<file path="config.mk">
export PLATFORM = sky130hd
export DESIGN_NAME = seg_display_sched
export DESIGN_NICKNAME = d
export VERILOG_FILES = /design/src/rtl/seg_display_sched.sv
export SDC_FILE = /design/constraint.sdc
export NUM_CORES = 1
export LEC_CHECK = 0
export ABC_CLOCK_PERIOD_IN_PS = 2900
export CAP_MARGIN = 40
export CORE_MARGIN = 1.5
export CORE_UTILIZATION = 35
export CTS_BUF_LIST = sky130_fd_sc_hd__clkbuf_8
export DETAILED_ROUTE_END_ITERATION = 12
export PLACE_DENSITY_LB_ADDON = 0.15
export SETUP_SLACK_MARGIN = 0.2
export SYNTH_ARGS = -nofsm -noshare
export SYNTH_HDL_FRONTEND = slang
export SYNTH_SLANG_ARGS = --single-unit
export TNS_END_PERCENT = 1
</file>
<file path="constraint.sdc">
create_clock -name clk_i -period 2.9 [get_ports clk_i]
set_input_delay 0.435 -clock clk_i [delete_from_list [all_inputs] [get_ports clk_i]]
set_output_delay 0.435 -clock clk_i [all_outputs]
set_load 0.02 [all_outputs]
</file>
<file path="src/rtl/seg_display_sched.sv">
// rtl/seg_display_sched.sv - round-robin two-source scheduler driving a five-digit seven-segment display
// Optional build macro LEADING_ZERO_BLANK_EN blanks digits above the most significant nonzero digit.
module seg_display_sched #(
  parameter int unsigned DWELL = 1000
) (
  input  logic        clk_i,
  input  logic        reset_i,
  input  logic        req_a_i,
  input  logic [15:0] data_a_i,
  output logic        ack_a_o,
  input  logic        req_b_i,
  input  logic [15:0] data_b_i,
  output logic        ack_b_o,
  output logic        busy_o,
  output logic        done_o,
  output logic        src_o,
  output logic [6:0]  hex0_o,
  output logic [6:0]  hex1_o,
  output logic [6:0]  hex2_o,
  output logic [6:0]  hex3_o,
  output logic [6:0]  hex4_o
);

  localparam logic [1:0] S_IDLE = 2'd0;
  localparam logic [1:0] S_CONV = 2'd1;
  localparam logic [1:0] S_LOAD = 2'd2;
  localparam logic [1:0] S_HOLD = 2'd3;

  localparam logic [23:0] DWELL_LAST = 24'(DWELL - 1);

`ifdef LEADING_ZERO_BLANK_EN
  localparam logic [6:0] HEX_RST_HI = 7'h7F;
`else
  localparam logic [6:0] HEX_RST_HI = 7'h40;
`endif
  localparam logic [34:0] HEX_RST = {HEX_RST_HI, HEX_RST_HI, HEX_RST_HI, HEX_RST_HI, 7'h40};

  logic [1:0]  state_q, state_d;
  logic        ptr_q, ptr_d;
  logic        cur_q, cur_d;
  logic [15:0] bin_q, bin_d;
  logic [19:0] bcd_q, bcd_d;
  logic [3:0]  cnt_q, cnt_d;
  logic [23:0] dwell_q, dwell_d;
  logic        ack_a_q, ack_a_d;
  logic        ack_b_q, ack_b_d;
  logic        done_q, done_d;
  logic        src_q, src_d;
  logic [34:0] hex_q, hex_d;

  logic        grant_a, grant_b;
  logic [19:0] bcd_adj;
  logic [35:0] shifted;
  logic [4:0]  blank;
  logic [34:0] enc;

  function automatic logic [6:0] seg7(input logic [3:0] d);
    case (d)
      4'd0:    seg7 = 7'h40;
      4'd1:    seg7 = 7'h79;
      4'd2:    seg7 = 7'h24;
      4'd3:    seg7 = 7'h30;
      4'd4:    seg7 = 7'h19;
      4'd5:    seg7 = 7'h12;
      4'd6:    seg7 = 7'h02;
      4'd7:    seg7 = 7'h78;
      4'd8:    seg7 = 7'h00;
      4'd9:    seg7 = 7'h10;
      default: seg7 = 7'h7F;
    endcase
  endfunction

  // ptr_q remembers the last granted source (1 = B), so a tie goes to the other one
  assign grant_b = req_b_i && (!req_a_i || !ptr_q);
  assign grant_a = req_a_i && !grant_b;

  always_comb begin
    bcd_adj = bcd_q;
    for (int i = 0; i < 5; i++) begin
      if (bcd_q[4*i +: 4] >= 4'd5) bcd_adj[4*i +: 4] = bcd_q[4*i +: 4] + 4'd3;
    end
    shifted = {bcd_adj, bin_q} << 1;
  end

  always_comb begin
    blank = 5'b0;
`ifdef LEADING_ZERO_BLANK_EN
    blank[4] = (bcd_q[19:16] == 4'd0);
    blank[3] = blank[4] && (bcd_q[15:12] == 4'd0);
    blank[2] = blank[3] && (bcd_q[11:8] == 4'd0);
    blank[1] = blank[2] && (bcd_q[7:4] == 4'd0);
`endif
    enc = '0;
    for (int i = 0; i < 5; i++) begin
      enc[7*i +: 7] = blank[i] ? 7'h7F : seg7(bcd_q[4*i +: 4]);
    end
  end

  always_comb begin
    state_d = state_q;
    ptr_d   = ptr_q;
    cur_d   = cur_q;
    bin_d   = bin_q;
    bcd_d   = bcd_q;
    cnt_d   = cnt_q;
    dwell_d = dwell_q;
    ack_a_d = 1'b0;
    ack_b_d = 1'b0;
    done_d  = 1'b0;
    src_d   = src_q;
    hex_d   = hex_q;
    case (state_q)
      S_IDLE: begin
        if (grant_a || grant_b) begin
          cur_d   = grant_b;
          ptr_d   = grant_b;
          bin_d   = grant_b ? data_b_i : data_a_i;
          bcd_d   = '0;
          cnt_d   = '0;
          ack_a_d = grant_a;
          ack_b_d = grant_b;
          state_d = S_CONV;
        end
      end
      S_CONV: begin
        {bcd_d, bin_d} = shifted;
        cnt_d = cnt_q + 4'd1;
        if (cnt_q == 4'd15) state_d = S_LOAD;
      end
      S_LOAD: begin
        hex_d   = enc;
        src_d   = cur_q;
        done_d  = 1'b1;
        dwell_d = '0;
        state_d = S_HOLD;
      end
      S_HOLD: begin
        if (dwell_q == DWELL_LAST) state_d = S_IDLE;
        else dwell_d = dwell_q + 24'd1;
      end
      default: state_d = S_IDLE;
    endcase
  end

  always_ff @(posedge clk_i) begin
    if (reset_i) begin
      state_q <= S_IDLE;
      ptr_q   <= 1'b1;
      cur_q   <= 1'b0;
      bin_q   <= '0;
      bcd_q   <= '0;
      cnt_q   <= '0;
      dwell_q <= '0;
      ack_a_q <= 1'b0;
      ack_b_q <= 1'b0;
      done_q  <= 1'b0;
      src_q   <= 1'b0;
      hex_q   <= HEX_RST;
    end else begin
      state_q <= state_d;
      ptr_q   <= ptr_d;
      cur_q   <= cur_d;
      bin_q   <= bin_d;
      bcd_q   <= bcd_d;
      cnt_q   <= cnt_d;
      dwell_q <= dwell_d;
      ack_a_q <= ack_a_d;
      ack_b_q <= ack_b_d;
      done_q  <= done_d;
      src_q   <= src_d;
      hex_q   <= hex_d;
    end
  end

  assign ack_a_o = ack_a_q;
  assign ack_b_o = ack_b_q;
  assign done_o  = done_q;
  assign src_o   = src_q;
  assign busy_o  = (state_q != S_IDLE);
  assign hex0_o  = hex_q[6:0];
  assign hex1_o  = hex_q[13:7];
  assign hex2_o  = hex_q[20:14];
  assign hex3_o  = hex_q[27:21];
  assign hex4_o  = hex_q[34:28];

endmodule

</file>
## Yosys cells after proc, flatten, opt, wreduce, memory -nomap -nowiden

Memories as Yosys holds them, arrays and structs flattened. A register that Yosys moved wholly into a read port is not among the register bits.
Cells that the tools add are included.

- $add $sub $neg: 7
- Multipliers: 0
- Div/mod/pow operators: 0
- $lt $le $gt $ge: 5
- Equality and inequality tests: 9
- Shift operators: 0
- Mux-type cells: 19
- Bitwise logic cells: 2
- Reduce and logical (&&, ||, !) cells: 16

Operators with widths:

| operator | count |
|---|---|
| one-hot mux 24 bit (2 select lines) | 1 |
| one-hot mux 20 bit (2 select lines) | 1 |
| two-way mux 16 bit | 2 |
| one-hot mux 16 bit (2 select lines) | 1 |
| adder 24 x 1 -> 24 bit (second input constant) | 1 |
| == test 24 x 10 -> 1 bit (second input constant) | 1 |
| two-way mux 24 bit | 1 |
| greater-or-equal comparator 4 x 3 -> 1 bit (second input constant) | 5 |
| two-way mux 20 bit | 1 |
| two-way mux 4 bit | 5 |
| adder 4 x 2 -> 4 bit (second input constant) | 4 |
| inequality test 2 bit (second input constant) | 4 |
| one-hot mux 2 bit (4 select lines) | 1 |
| one-hot mux 4 bit (2 select lines) | 1 |
| two-way mux 2 bit | 3 |
| AND reduction 2 bit | 3 |
| nonzero test 2 bit | 3 |
| adder 4 x 1 -> 4 bit (second input constant) | 1 |
| == test 2 bit (second input constant) | 2 |
| == test 4 bit (second input constant) | 1 |
| adder 3 x 2 -> 3 bit (second input constant) | 1 |
| logical NOT 1 bit | 3 |
| two-way mux 3 bit | 1 |
| AND reduction 3 bit | 1 |
| other kinds (7) | 10 |

- Bits in registers: 72
- Latch bits: 0
- Bits in writable memories: 0
- ROM bits: 560
- Bits of input ports: 36
- Output and inout port bits: 40
- Word-level logic and storage cells: 74
- Memories: 5

Memories:

| name | words | width | rd ports | clocked after memory_dff | write ports | RTL line | RTL |
|---|---|---|---|---|---|---|---|
| (no name shown) | 16 | 7 | 1 | 1 | 0 | 58 | `case (d)` |
| (no name shown) | 16 | 7 | 1 | 1 | 0 | 58 |  |
| (no name shown) | 16 | 7 | 1 | 1 | 0 | 58 |  |
| (no name shown) | 16 | 7 | 1 | 1 | 0 | 58 |  |
| (no name shown) | 16 | 7 | 1 | 1 | 0 | 58 |  |

## Longest topological paths before layout

- Depth after elaboration: 8
- Mapped depth: 8
- Depth with buffers taken out: 7

## Worst setup path after synthesis

Ideal clock, no wire load.

- Kind: register to register
- Start: register state_q[0]
- End: register bin_q[12]
- Setup time: 0.128 ns
- Arrival: 1.775 ns
- Required time: 2.772 ns
- Setup slack: 0.998 ns
- Cell stages (with the launch flop): 9
- Buffers on the path: 2
- Clock period less this slack: 1.902 ns
- Path through: dfxtp_1 -> inv_1 -> ha_1 -> nor3b_1 -> or2_2 -> clkbuf_1 -> buf_2 -> a222oi_1 -> nor2_1

- Word-level cells in the longest chain between the ends: 3
- Elaborated cells on any way between the ends: 6
- Those cells by class: eq/ne: 2; mux: 1; reduce/logical: 3

RTL lines:

| item | RTL line | RTL |
|---|---|---|
| start: declaration | 38 | `logic [1:0] state_q, state_d;` |
| start signal: assignment | 160 | `state_q <= state_d;` |
| == test 2 x 1 -> 1 bit / logical NOT 2 bit (equally long branches) | 112 | `case (state_q)` |
| nonzero test 2 bit (no source line) / inequality test 2 bit (equally long branches) | - |  |
| AND reduction 2 bit (no source line) | - |  |
| end signal: assignment | 163 | `bin_q <= bin_d;` |
| end: declaration | 41 | `logic [15:0] bin_q, bin_d;` |

Several ways; a longest one is shown, not always the timed one.
A chain may end at the register's enable or synchronous reset.

## Worst setup path in the final report

- Start: register state_q[0]
- End: output port busy_o

- Word-level cells in the longest chain between the ends: 1

RTL lines:

| item | RTL line | RTL |
|---|---|---|
| nonzero test 2 bit | 179 | `assign busy_o = (state_q != S_IDLE);` |
| end: declaration | 14 | `output logic busy_o,` |

Every way passes these cells.

==> flow_summary.toml <==
[logic_synthesis]
async_flop_share_pct = 0
synth_warnings = 0
synth_net_count = 736
postSynthAreaPerCell_um2 = 8.44
mappedNetlistArea_um2 = 5630
synth_cell_type_count = 61
syn_inst = 667
synth.ff_latch_count = 107
seq_area_frac_synth_pct = 38.0
synth_enable_flop_cells = 0
primary_flip_flop_cell_chosen_by_synthesis_mapping = "dfxtp_1"

[cells_and_area]
n_antenna_cell = 0
layout-drive-gt1-share_pct = 9.05
design.final.nets = 793
layout-area-overhead-vs-synth_pct = 20.4

[timing]
fmax_mhz = 424
number_of_max_slew_violations_in_the_final_report = 0
finalHoldViolations = 0
grt_setup_unrepaired = "false"
max_slew_margin_pct = 53.4
setup_violations_final = 0
tns_ns = 0
tmin_final_ns = 2.36
max_slew.worst_pin.slew_ns = 0.699
finClkSkew_ns = 0.0188
layout_worst_path_cycle_share_pct = 81.3

[cts]
clk_root_buffer_cell = "clkbuf_8"
cts_tree = "yes"
postCtsHoldBufs = 0
cts_clock_pin_slew_for_the_worst_setup_and_hold_paths_ns = 0.11
post-cts-setup-buffer-count = 0
tritoncts.num_buffers = 9
clk-insertion-delay-late_ns = 0.39
cts-root-to-sink-buffers = 2
cts_resized = 0
cts.sink_count = 107
ctsHtreeMaxLevel = 3

[placement]
port_buffers = 75
hpwl_after_detailed_placement_mm = 9.76
gpl.final_weighted_congestion = 0.866

[power_and_ir_drop]
ir_worst_vdd_mv = 0.322
comb_power_share_pct = 37.9
clock_power_share_pct = 20.3
power_switching_w = 0.00163
static-leakage-power_nw = 2.33
total_power_w = 0.00426
seqPwrFrac_pct = 41.8
power.density_nw_per_um2 = 629
switching_share_pct = 38.2
cellInternalPower_w = 0.00264

[detailed_routing]
route.detailed.wl_per_inst_um = 14.9
detail_route.first_pass.iterations = 8
vias_per_cell = 5.29
dr_total_vias = 5001
final_antenna_net_count = 0
drc = 0
finalWirelength_mm = 14.1
detailedRoute.firstIterationViolations = 369

[worst_hold_path]
type_of_the_most_critical_hold_path = "in -> reg"

[die]
boundaryPins = 76
die_x_um = 130
die_area_um2 = 16900
initial_core_util_pct = 35.6
die_height_um = 130
core_region_area_um2 = 15800
rows = 46

[critical_path]
criticalPathCategory = "reg -> out"
critPathArrivalTime_ns = 1.92
worst_setup_path_start_kind = "flip-flop"
crit_fanout = 8
worst_ep_required_time_ns = 2.47
crit_path_end_kind = "output port"

[grt]
globalRouteTotalUtil_pct = 17.5
grt_max_degree = 68
grt_pass1_vias = 4879
grt.overflow.total = 0
grt_first_pass_wirelength_mm = 23.8
grt_antenna_before_repair = 0

[run_status]
outcome = "finished clean"

[job]
max_cap_violations = 0
==> critical path: stages (launching register included) <==
cell             delay [ns]
dfxtp_1                0.40
inv_1                  0.09
ha_1                   0.30
inv_1                  0.12
clkdlybuf4s50_1        0.61
==> registers in the layout (all words and copies together), names as in the netlist <==
signal and cells:
hex_q 35, ptr_q 1, ack_a_o 1, cnt_q 4, dwell_q 24, src_o 1, bcd_q 20, cur_q 1
state_q 2, bin_q 16, ack_b_o 1, done_o 1
==> Yosys cell counts (all sizes together), types with 14 or more instances <==
cell type  instances  area [µm²]
a222oi            14         140
nor2              79         307
a211oi            15         113
ha                33         413
dfxtp            107        2140
inv               31         116
clkbuf            35         131
nand2             56         210
a22oi             15         113
nand3             21         115
mux2              20         225
a21oi             60         300
o211ai            15         113
o21ai             31         159
==> routing by layer <==
layer | vias up | part of all wire [%] | track usage, %
met3 | 7 | 4.3 | 4.02
met2 | 104 | 47 | 29.4
met5 | - | 0 | 0
met1 | 2351 | 48 | 23.1
li1 | 2539 | - | -
met4 | 0 | 0.87 | 3.66
==> layout make-up <==
| class | instances | area, µm² |
|---|---|---|
| Inverter | 31 | 116 |
| Sequential cell | 107 | 2140 |
| Clock inverter | 6 | 40.0 |
| Timing Repair Buffer | 88 | 858 |
| Fill cell | 1591 | 9050 |
| Multi-Input combinational cell | 487 | 3210 |
| Clock buffer | 10 | 138 |
| Tap cell | 216 | 270 |
==> power by group through the flow <==
| stage | Sequential, W | Combinational (W) | Clock [W] |
|---|---|---|---|
| 3_3_place_gp | 0.00181 | 0.00158 | 0 |
| 3_5_place_dp | 0.00181 | 0.00162 | 0 |
| 2_1_floorplan | 0.00188 | 0.000926 | 0 |
| 6_report | 0.00178 | 0.00162 | 0.000865 |
| 5_1_grt | 0.00181 | 0.00178 | 0.000964 |
| 4_1_cts | 0.00178 | 0.00162 | 0.000909 |
==> kinds of logic (layout without fill, tap and decap cells) <==
group	after synthesis	count (layout)	synth area share, %
xor gates and xnor gates	12	12	1.87
buffers and inverters	73	135	4.95
adders and majority gates	33	33	7.33
muxes	30	30	5.78
AOI/OAI and AO/OA	193	193	23.0
DFF	107	107	38.0
and+or+nand+nor	219	219	19.0
==> final timing paths <==
| path | end | depth (start not counted) | slack, ns | startpoint |
|---|---|---|---|---|
| setup / recovery | busy_o | 4 | 0.54 | state_q[0] |
| hold / removal | dwell_q[1] | 2 | 0.43 | reset_i |
| setup reg to reg | bcd_q[15] | 7 | 0.70 | state_q[0] |
| hold reg to reg | hex_q[9] | 2 | 0.47 | hex_q[9] |
==> placed cells by master (no fill, tap or decap), types with 14 or more instances in the layout <==
| cell | synthesis | final |
|---|---|---|
| a211oi_1 | 15 | 15 |
| a21oi_1 | 60 | 60 |
| a222oi_1 | 14 | 14 |
| a22oi_1 | 15 | 15 |
| clkdlybuf4s50_1 | 0 | 74 |
| dfxtp_1 | 107 | 107 |
| ha_1 | 33 | 33 |
| inv_1 | 30 | 32 |
| mux2_2 | 20 | 20 |
| nand2_1 | 56 | 56 |
| nand3_1 | 19 | 19 |
| nor2_1 | 77 | 77 |
| o211ai_1 | 15 | 15 |
| o21ai_0 | 29 | 29 |
==> stage by stage <==
stage | hold WS, ns | instances | instance area, µm² | util, % | worst slack [ns]
2_1_floorplan | 0.436 | 667 | 5630 | - | 0.998
3_3_place_gp | 0.446 | 928 | 6590 | 41.7 | 0.508
3_5_place_dp | 0.455 | 929 | 6600 | 41.7 | 0.506
4_1_cts | 0.412 | 945 | 6780 | 42.8 | 0.522
5_1_grt | 0.443 | 945 | 6780 | 42.8 | 0.422
6_report | 0.430 | 945 | 6780 | 42.8 | 0.543
(Power assumes the default switching activity.)
